$ cat config.mk
export PLATFORM = sky130hd
export DESIGN_NAME = sd_photo_sched
export DESIGN_NICKNAME = d
export VERILOG_FILES = /design/src/rtl/sd_photo_pkg.sv /design/src/rtl/sd_photo_addr_gen.sv /design/src/rtl/sd_photo_sched.sv
export SDC_FILE = /design/constraint.sdc
export NUM_CORES = 1
export LEC_CHECK = 0
export CAP_MARGIN = 20
export CELL_PAD_IN_SITES_DETAIL_PLACEMENT = 0
export CELL_PAD_IN_SITES_GLOBAL_PLACEMENT = 1
export CORE_MARGIN = 2
export CORE_UTILIZATION = 30
export CTS_CLUSTER_DIAMETER = 50
export DETAILED_ROUTE_END_ITERATION = 7
export PLACE_DENSITY_LB_ADDON = 0.3
export RECOVER_POWER = 100
export SETUP_SLACK_MARGIN = 0.5
export SLEW_MARGIN = 20
export SYNTH_ARGS = -nofsm -noshare
export SYNTH_HDL_FRONTEND = slang
export SYNTH_SLANG_ARGS = --single-unit
$ cat constraint.sdc
create_clock -name clk -period 3.1 [get_ports clk]
set_input_delay 0.31 -clock clk [delete_from_list [all_inputs] [get_ports clk]]
set_output_delay 0.31 -clock clk [all_outputs]
set_load 0.02 [all_outputs]
$ cat src/rtl/sd_photo_pkg.sv
// Shared types and widths for the SD-card slideshow scheduler.
package sd_photo_pkg;

  typedef enum logic [2:0] {
    IDLE,
    LOAD,
    ISSUE,
    WAIT_H,
    WAIT_L,
    HOLD
  } state_e;

  localparam int SEC_CNT_W = 11;
  localparam int HOLD_W    = 28;
  localparam int TO_W      = 10;
  localparam int LD_W      = 8;

  function automatic logic [31:0] sec_addr(
    input logic [31:0]          base,
    input logic [SEC_CNT_W-1:0] cnt
  );
    return base + {{(32-SEC_CNT_W){1'b0}}, cnt};
  endfunction

endpackage

$ cat src/rtl/sd_photo_addr_gen.sv
// Photo index, photo base sector and in-photo sector counter.
import sd_photo_pkg::*;

module sd_photo_addr_gen #(
  parameter int          PHOTO_NUM     = 2,
  parameter int          SEC_PER_PHOTO = 1500,
  parameter logic [31:0] SEC_ADDR0     = 32'd16640,
  parameter logic [31:0] SEC_STRIDE    = 32'd2048
) (
  input  logic                 clk,
  input  logic                 rst_n,
  input  logic                 clr_sec,
  input  logic                 step_sec,
  input  logic                 advance,
  output logic [7:0]           photo_idx,
  output logic [31:0]          base,
  output logic [SEC_CNT_W-1:0] sec_cnt,
  output logic                 sec_last
);

  localparam logic [7:0] IDX_LAST = 8'(PHOTO_NUM - 1);
  localparam logic [SEC_CNT_W-1:0] SEC_LAST =
    SEC_CNT_W'(SEC_PER_PHOTO - 1);

  logic wrap;

  assign sec_last = (sec_cnt == SEC_LAST);
  assign wrap     = (photo_idx == IDX_LAST);

  always_ff @(posedge clk or negedge rst_n) begin
    if (!rst_n) begin
      sec_cnt <= '0;
    end else if (clr_sec) begin
      sec_cnt <= '0;
    end else if (step_sec) begin
      sec_cnt <= sec_last ? '0 : sec_cnt + 1'b1;
    end
  end

  // Base tracks the index incrementally so no multiplier is needed.
  always_ff @(posedge clk or negedge rst_n) begin
    if (!rst_n) begin
      photo_idx <= '0;
      base      <= SEC_ADDR0;
    end else if (advance) begin
      photo_idx <= wrap ? 8'd0 : photo_idx + 8'd1;
      base      <= wrap ? SEC_ADDR0 : base + SEC_STRIDE;
    end
  end

endmodule

$ cat src/rtl/sd_photo_sched.sv
// Slideshow scheduler: reload frame buffer, read one photo sector by
// sector, hold it on screen, then advance to the next photo.
import sd_photo_pkg::*;

module sd_photo_sched #(
  parameter int          PHOTO_NUM     = 2,
  parameter int          SEC_PER_PHOTO = 1500,
  parameter logic [31:0] SEC_ADDR0     = 32'd16640,
  parameter logic [31:0] SEC_STRIDE    = 32'd2048,
  parameter int          HOLD_CYCLES   = 150_000_000,
  parameter int          LOAD_CYCLES   = 4,
  parameter int          BUSY_TIMEOUT  = 1023
) (
  input  logic        clk,
  input  logic        rst_n,
  input  logic        start,
  input  logic        next,
  input  logic        rd_busy,
  output logic        rd_start_en,
  output logic [31:0] rd_sec_addr,
  output logic        wr_load,
  output logic [7:0]  photo_idx,
  output logic        photo_done
);

  localparam logic [HOLD_W-1:0] HOLD_LAST = HOLD_W'(HOLD_CYCLES - 1);
  localparam logic [TO_W-1:0]   TO_LAST   = TO_W'(BUSY_TIMEOUT - 1);
  localparam logic [LD_W-1:0]   LD_LAST   = LD_W'(LOAD_CYCLES - 1);

  state_e               state;
  logic [TO_W-1:0]      to_cnt;
  logic [HOLD_W-1:0]    hold_cnt;
  logic [LD_W-1:0]      ld_cnt;
  logic [31:0]          base;
  logic [SEC_CNT_W-1:0] sec_cnt;
  logic                 sec_last;
  logic                 advance;
  logic                 go_load;
  logic                 step_sec;

  assign advance  = (state == HOLD) && start &&
                    (next || (hold_cnt == HOLD_LAST));
  assign go_load  = ((state == IDLE) && start) || advance;
  assign step_sec = (state == WAIT_L) && !rd_busy;

  sd_photo_addr_gen #(
    .PHOTO_NUM     (PHOTO_NUM),
    .SEC_PER_PHOTO (SEC_PER_PHOTO),
    .SEC_ADDR0     (SEC_ADDR0),
    .SEC_STRIDE    (SEC_STRIDE)
  ) u_addr (
    .clk       (clk),
    .rst_n     (rst_n),
    .clr_sec   (go_load),
    .step_sec  (step_sec),
    .advance   (advance),
    .photo_idx (photo_idx),
    .base      (base),
    .sec_cnt   (sec_cnt),
    .sec_last  (sec_last)
  );

  always_ff @(posedge clk or negedge rst_n) begin
    if (!rst_n) begin
      state       <= IDLE;
      wr_load     <= 1'b0;
      rd_start_en <= 1'b0;
      rd_sec_addr <= '0;
      photo_done  <= 1'b0;
      to_cnt      <= '0;
      hold_cnt    <= '0;
      ld_cnt      <= '0;
    end else begin
      rd_start_en <= 1'b0;
      photo_done  <= 1'b0;
      unique case (state)
        IDLE: begin
          if (start) begin
            state   <= LOAD;
            wr_load <= 1'b1;
            ld_cnt  <= '0;
          end
        end
        LOAD: begin
          if (!start) begin
            state   <= IDLE;
            wr_load <= 1'b0;
          end else if (ld_cnt == LD_LAST) begin
            state   <= ISSUE;
            wr_load <= 1'b0;
          end else begin
            ld_cnt <= ld_cnt + 1'b1;
          end
        end
        ISSUE: begin
          rd_start_en <= 1'b1;
          rd_sec_addr <= sec_addr(base, sec_cnt);
          to_cnt      <= '0;
          state       <= WAIT_H;
        end
        // Timeout replays ISSUE; sec_cnt is untouched so address repeats.
        WAIT_H: begin
          if (rd_busy) begin
            state <= WAIT_L;
          end else if (to_cnt == TO_LAST) begin
            state <= ISSUE;
          end else begin
            to_cnt <= to_cnt + 1'b1;
          end
        end
        WAIT_L: begin
          if (!rd_busy) begin
            photo_done <= sec_last;
            hold_cnt   <= '0;
            if (!start) begin
              state <= IDLE;
            end else if (sec_last) begin
              state <= HOLD;
            end else begin
              state <= ISSUE;
            end
          end
        end
        HOLD: begin
          if (!start) begin
            state <= IDLE;
          end else if (advance) begin
            state   <= LOAD;
            wr_load <= 1'b1;
            ld_cnt  <= '0;
          end else begin
            hold_cnt <= hold_cnt + 1'b1;
          end
        end
        default: state <= IDLE;
      endcase
    end
  end

endmodule
==> summary.md <==
| Metric | Value |
|---|---|
| Result of the run | finished, violations left |
| Failing checks | max-capacitance violations, max-slew violations |
| TNS Setup | 0 ns |
| Die Height | around 160 um |
| Slew of the pin with the lowest slew margin | around 1.5 ns |
| Root buf cell | sky130_fd_sc_hd__clkbuf_16 |
| Post-synthesis cell count | 752 |
| Final non-filler cell total | 1091 |
| Hold Slack | around 0.5 ns |
| Clock latency at the later pin of the worst-skew pair | 0.42 ns |
| Final setup slack of the worst path | approximately 0.41 ns |
| Worst setup slack for register-to-register paths | roughly 0.41 ns |
| RR Endpoint | u_addr.photo_idx[2]$_DFFE_PN0P_ |
| Worst relative slew slack | -0.0113 |
| Fraction of final layout cells with drive strength greater than 1 | 0.0794 |
| Leakage power | about 0.0033 uW |
| Flop and latch count out of synthesis | ~130 |
| Initial cell density of the core | 0.305 |
| Required @ worst endpoint | between 3 and 4 ns |
| TritonCTS clock tree | yes |
| Clock sink count | ~130 |
| Via count | about 5800 |
| EDFF count, synth | 0 |
| Most frequently used flop master after synthesis | sky130_fd_sc_hd__dfrtp_1 |
| Overall die width | ~160 um |
| Die area | approximately 24000 um2 |
| Register clock-pin slew on the reported worst setup and hold paths | roughly 0.060 ns |
| Starting DRT DRC Count | around 370 |
| Portion of synthesized cell area occupied by the leading cell type | 0.447 |
| Arrival time worst endpoint | roughly 3.0 ns |
| Post-route DRC | 0 |
| Wire length of the first global-routing pass | 30.7 mm |
| Initial antenna violation count | 0 |
| Pre-CTS setup slack | around 0.54 ns |
| Grt total ovfl | 0 |
| Deepest level of the CTS H-tree | 4 |
| Vias per Instance | around 5.3 |
| Antenna Violating Nets Remaining | 0 |
| Global-route total usage across every layer | 0.159 |
| Utilization after layout | 0.368 |
| Hold violation count in the final report | 0 |
| Max Slew Vio Count | 58 |
| Source of the worst register-to-register timing path | hold_cnt[12]$_DFFE_PN0P_ |
| Post-synth top area cell | sky130_fd_sc_hd__dfrtp_1 |
| Worst Skew | 0.0139 ns |
| Synthesized cell area | 6890 um2 |
| N_diodes | 0 |
| Max-cap violation count | 1 |
| Maximum number of pins on one net before global-route repair | roughly 60 |
| Half-perimeter wire length of the detailed placement result | approximately 12 mm |
| Synth-to-layout area growth | 20.6% |
| Total nets after synthesis | 767 |
| Commonest cells after routing, fill and taps aside | 122 x sky130_fd_sc_hd__dfrtp_1, 79 x sky130_fd_sc_hd__nor2_1, 57 x sky130_fd_sc_hd__a21oi_1 |
| Vias in the first global route | between 5000 and 6000 |
| CTS Buffer Depth | 2 |
| First-pass detailed-route iteration total | 5 |
| Largest cells by area after synthesis | sky130_fd_sc_hd__dfrtp_1 45%, sky130_fd_sc_hd__nor2_1 4.3%, sky130_fd_sc_hd__o31ai_1 4.2%, sky130_fd_sc_hd__a21oi_1 4.1%, sky130_fd_sc_hd__xnor2_1 3.8% |
| Total CTS buffers | 17 |
| CP endpoint kind | register |
| Core Footprint | 22600 um2 |
| Reg2reg path depth | 6 |
| Count of buffers inserted at the top-level ports | 47 |
| Min Tclk post-route | 2.69 ns |
| Tcrit/Tclk final | 0.867 |
| Ys Warns | 0 |
| Worst Path Class, Setup | reg2reg |
| Post-layout net count | a little over 800 |
| RePlAce Congestion | between 0.8 and 0.9 |
| Critical path fanouts, max | 17 |
| Most common cell after layout, fill and taps aside | sky130_fd_sc_hd__dfrtp_1 |
| Max Fclk | 372 MHz |
| Post-synthesis area per instance | between 9 and 10 um2 |
| Total setup violations reported at the end of the flow | 0 |
| Proportion of synthesized flip-flops having asynchronous set or reset | 1.00 |
| Count of boundary I/O pins | 48 |
| Total detailed-routing wirelength | around 18 mm |
| Element type at the critical path start | register |
| Routed length per placed instance | 16.5 um |
| Post-synthesis cell type count | 60 |
| Power density of the placed cells | ~730 nW/um2 |
| Sequential fraction of the synthesis area | 0.454 |
| Worst hold path type | reg2reg |
| Worst-case vdd ir drop | ~0.40 mV |
| RSZ-0062 raised after global routing | true |
| Instance count after placement with tap cells included | ~1100 |
| Capture point of the critical path | u_addr.photo_idx[2]$_DFFE_PN0P_ |
| Placement Rows | 55 |
| Worst setup path startpoint | hold_cnt[12]$_DFFE_PN0P_ |
[power by group]
part           internal, uW  total (uW)  switching, uW
Combinational           706        1740           1040
Sequential             1950        2220            270
Clock                  1340        2070            734
[synthesized netlist by cell type, types with 3 or more instances]
cell type / instances
sky130_fd_sc_hd__nand3b_1: 4
sky130_fd_sc_hd__o211ai_1: 3
sky130_fd_sc_hd__nor4b_1: 4
sky130_fd_sc_hd__nor3_1: 18
sky130_fd_sc_hd__ha_1: 10
sky130_fd_sc_hd__a31oi_1: 11
sky130_fd_sc_hd__nand2_1: 49
sky130_fd_sc_hd__xor2_1: 24
sky130_fd_sc_hd__mux2i_1: 3
sky130_fd_sc_hd__nor4_1: 9
sky130_fd_sc_hd__nor2_1: 79
sky130_fd_sc_hd__dfrtp_1: 123
sky130_fd_sc_hd__mux2_2: 5
sky130_fd_sc_hd__and3_1: 18
sky130_fd_sc_hd__xnor2_1: 30
sky130_fd_sc_hd__or4_1: 7
sky130_fd_sc_hd__nor2b_1: 7
sky130_fd_sc_hd__nand4b_1: 8
sky130_fd_sc_hd__or3_1: 5
sky130_fd_sc_hd__inv_1: 10
sky130_fd_sc_hd__nand4_1: 23
sky130_fd_sc_hd__clkbuf_1: 37
sky130_fd_sc_hd__buf_1: 4
sky130_fd_sc_hd__nand2b_1: 8
sky130_fd_sc_hd__nand3_1: 44
sky130_fd_sc_hd__nor3b_1: 3
sky130_fd_sc_hd__and4_1: 13
sky130_fd_sc_hd__and2_1: 5
sky130_fd_sc_hd__a21oi_1: 56
sky130_fd_sc_hd__o41ai_1: 5
sky130_fd_sc_hd__o31ai_1: 39
sky130_fd_sc_hd__o21ai_0: 47
[layer usage]
layer / vias to the layer above / share of wire / GRT usage
met2: 109 / 0.47 / 0.249
met1: 2791 / 0.48 / 0.221
met4: 0 / 0.011 / 0.0472
met3: 15 / 0.038 / 0.0325
li1: 2857 / - / -
met5: - / 0 / 0
[cell families (layout without fill, tap and decap cells)]
family / after synthesis / in the layout / synth area share
AO/OA/AOI/OAI: 179 / 179 / 0.158
XOR/XNOR: 54 / 54 / 0.0686
adder cells (fa/ha/maj): 10 / 10 / 0.0182
buffers and inverters: 54 / 108 / 0.0318
flip-flops: 125 / 125 / 0.454
multiplexers: 8 / 8 / 0.0125
other: 1 / 1 / 0.000544
AND/OR/NAND/NOR: 321 / 321 / 0.256
[sequential cells by signal, summed over array words and instances, names as in the netlist]
| name | count |
|---|---|
| rd_sec_addr | 32 |
| u_addr.base | 22 |
| photo_done | 1 |
| u_addr.sec_cnt | 11 |
| rd_start_en | 1 |
| to_cnt | 10 |
| hold_cnt | 28 |
| ld_cnt | 8 |
| u_addr.photo_idx | 8 |
| state | 3 |
| wr_load | 1 |
[metrics by stage]
| stage | power, uW | area, um2 |
|---|---|---|
| 4_1_cts | 6220 | 8330 |
| 5_1_grt | 6430 | 8310 |
| 3_5_place_dp | 4110 | 7720 |
| 3_3_place_gp | 4100 | 7720 |
| 6_report | 6040 | 8310 |
| 2_1_floorplan | 3290 | 6890 |
[worst min path at each step]
stage | start | end | slack, ns | cells after the start
2_1_floorplan | rst_n | hold_cnt[0]$_DFFE_PN0P_ | 0.01 | 0
6_report | rd_sec_addr[3]$_DFFE_PN0P_ | rd_sec_addr[3]$_DFFE_PN0P_ | 0.50 | 1
3_3_place_gp | rst_n | rd_sec_addr[25]$_DFFE_PN0P_ | 0.33 | 1
5_1_grt | rd_sec_addr[3]$_DFFE_PN0P_ | rd_sec_addr[3]$_DFFE_PN0P_ | 0.53 | 1
4_1_cts | rst_n | rd_sec_addr[25]$_DFFE_PN0P_ | 0.45 | 2
3_5_place_dp | rst_n | rd_sec_addr[25]$_DFFE_PN0P_ | 0.34 | 1
[critical path: stages (launching register included)]
cell,delay (ns)
sky130_fd_sc_hd__dfrtp_1,0.51
sky130_fd_sc_hd__or4b_1,0.52
sky130_fd_sc_hd__nor4_4,0.38
sky130_fd_sc_hd__a21oi_1,0.19
sky130_fd_sc_hd__clkbuf_1,0.38
sky130_fd_sc_hd__or4_1,0.57
sky130_fd_sc_hd__nand2_1,0.07
[layout make-up]
type	instances	area, um2
inverter	10	37.5
tap	285	357
fill	2348	14300
sequential	125	3130
clock inverter	7	110
timing repair buffer	67	619
clock buffer	24	492
multi-input combinational	573	3570
[timing repair]
action                                  in CTS  in global routing
hold endpoints to repair                    55                  0
setup buffers                                0                  1
gates resized for setup                      0                  3
endpoints found under the setup margin       0                 24
hold buffers                                 1                  0
No activity file was read; power rests on OpenSTA's default activity.
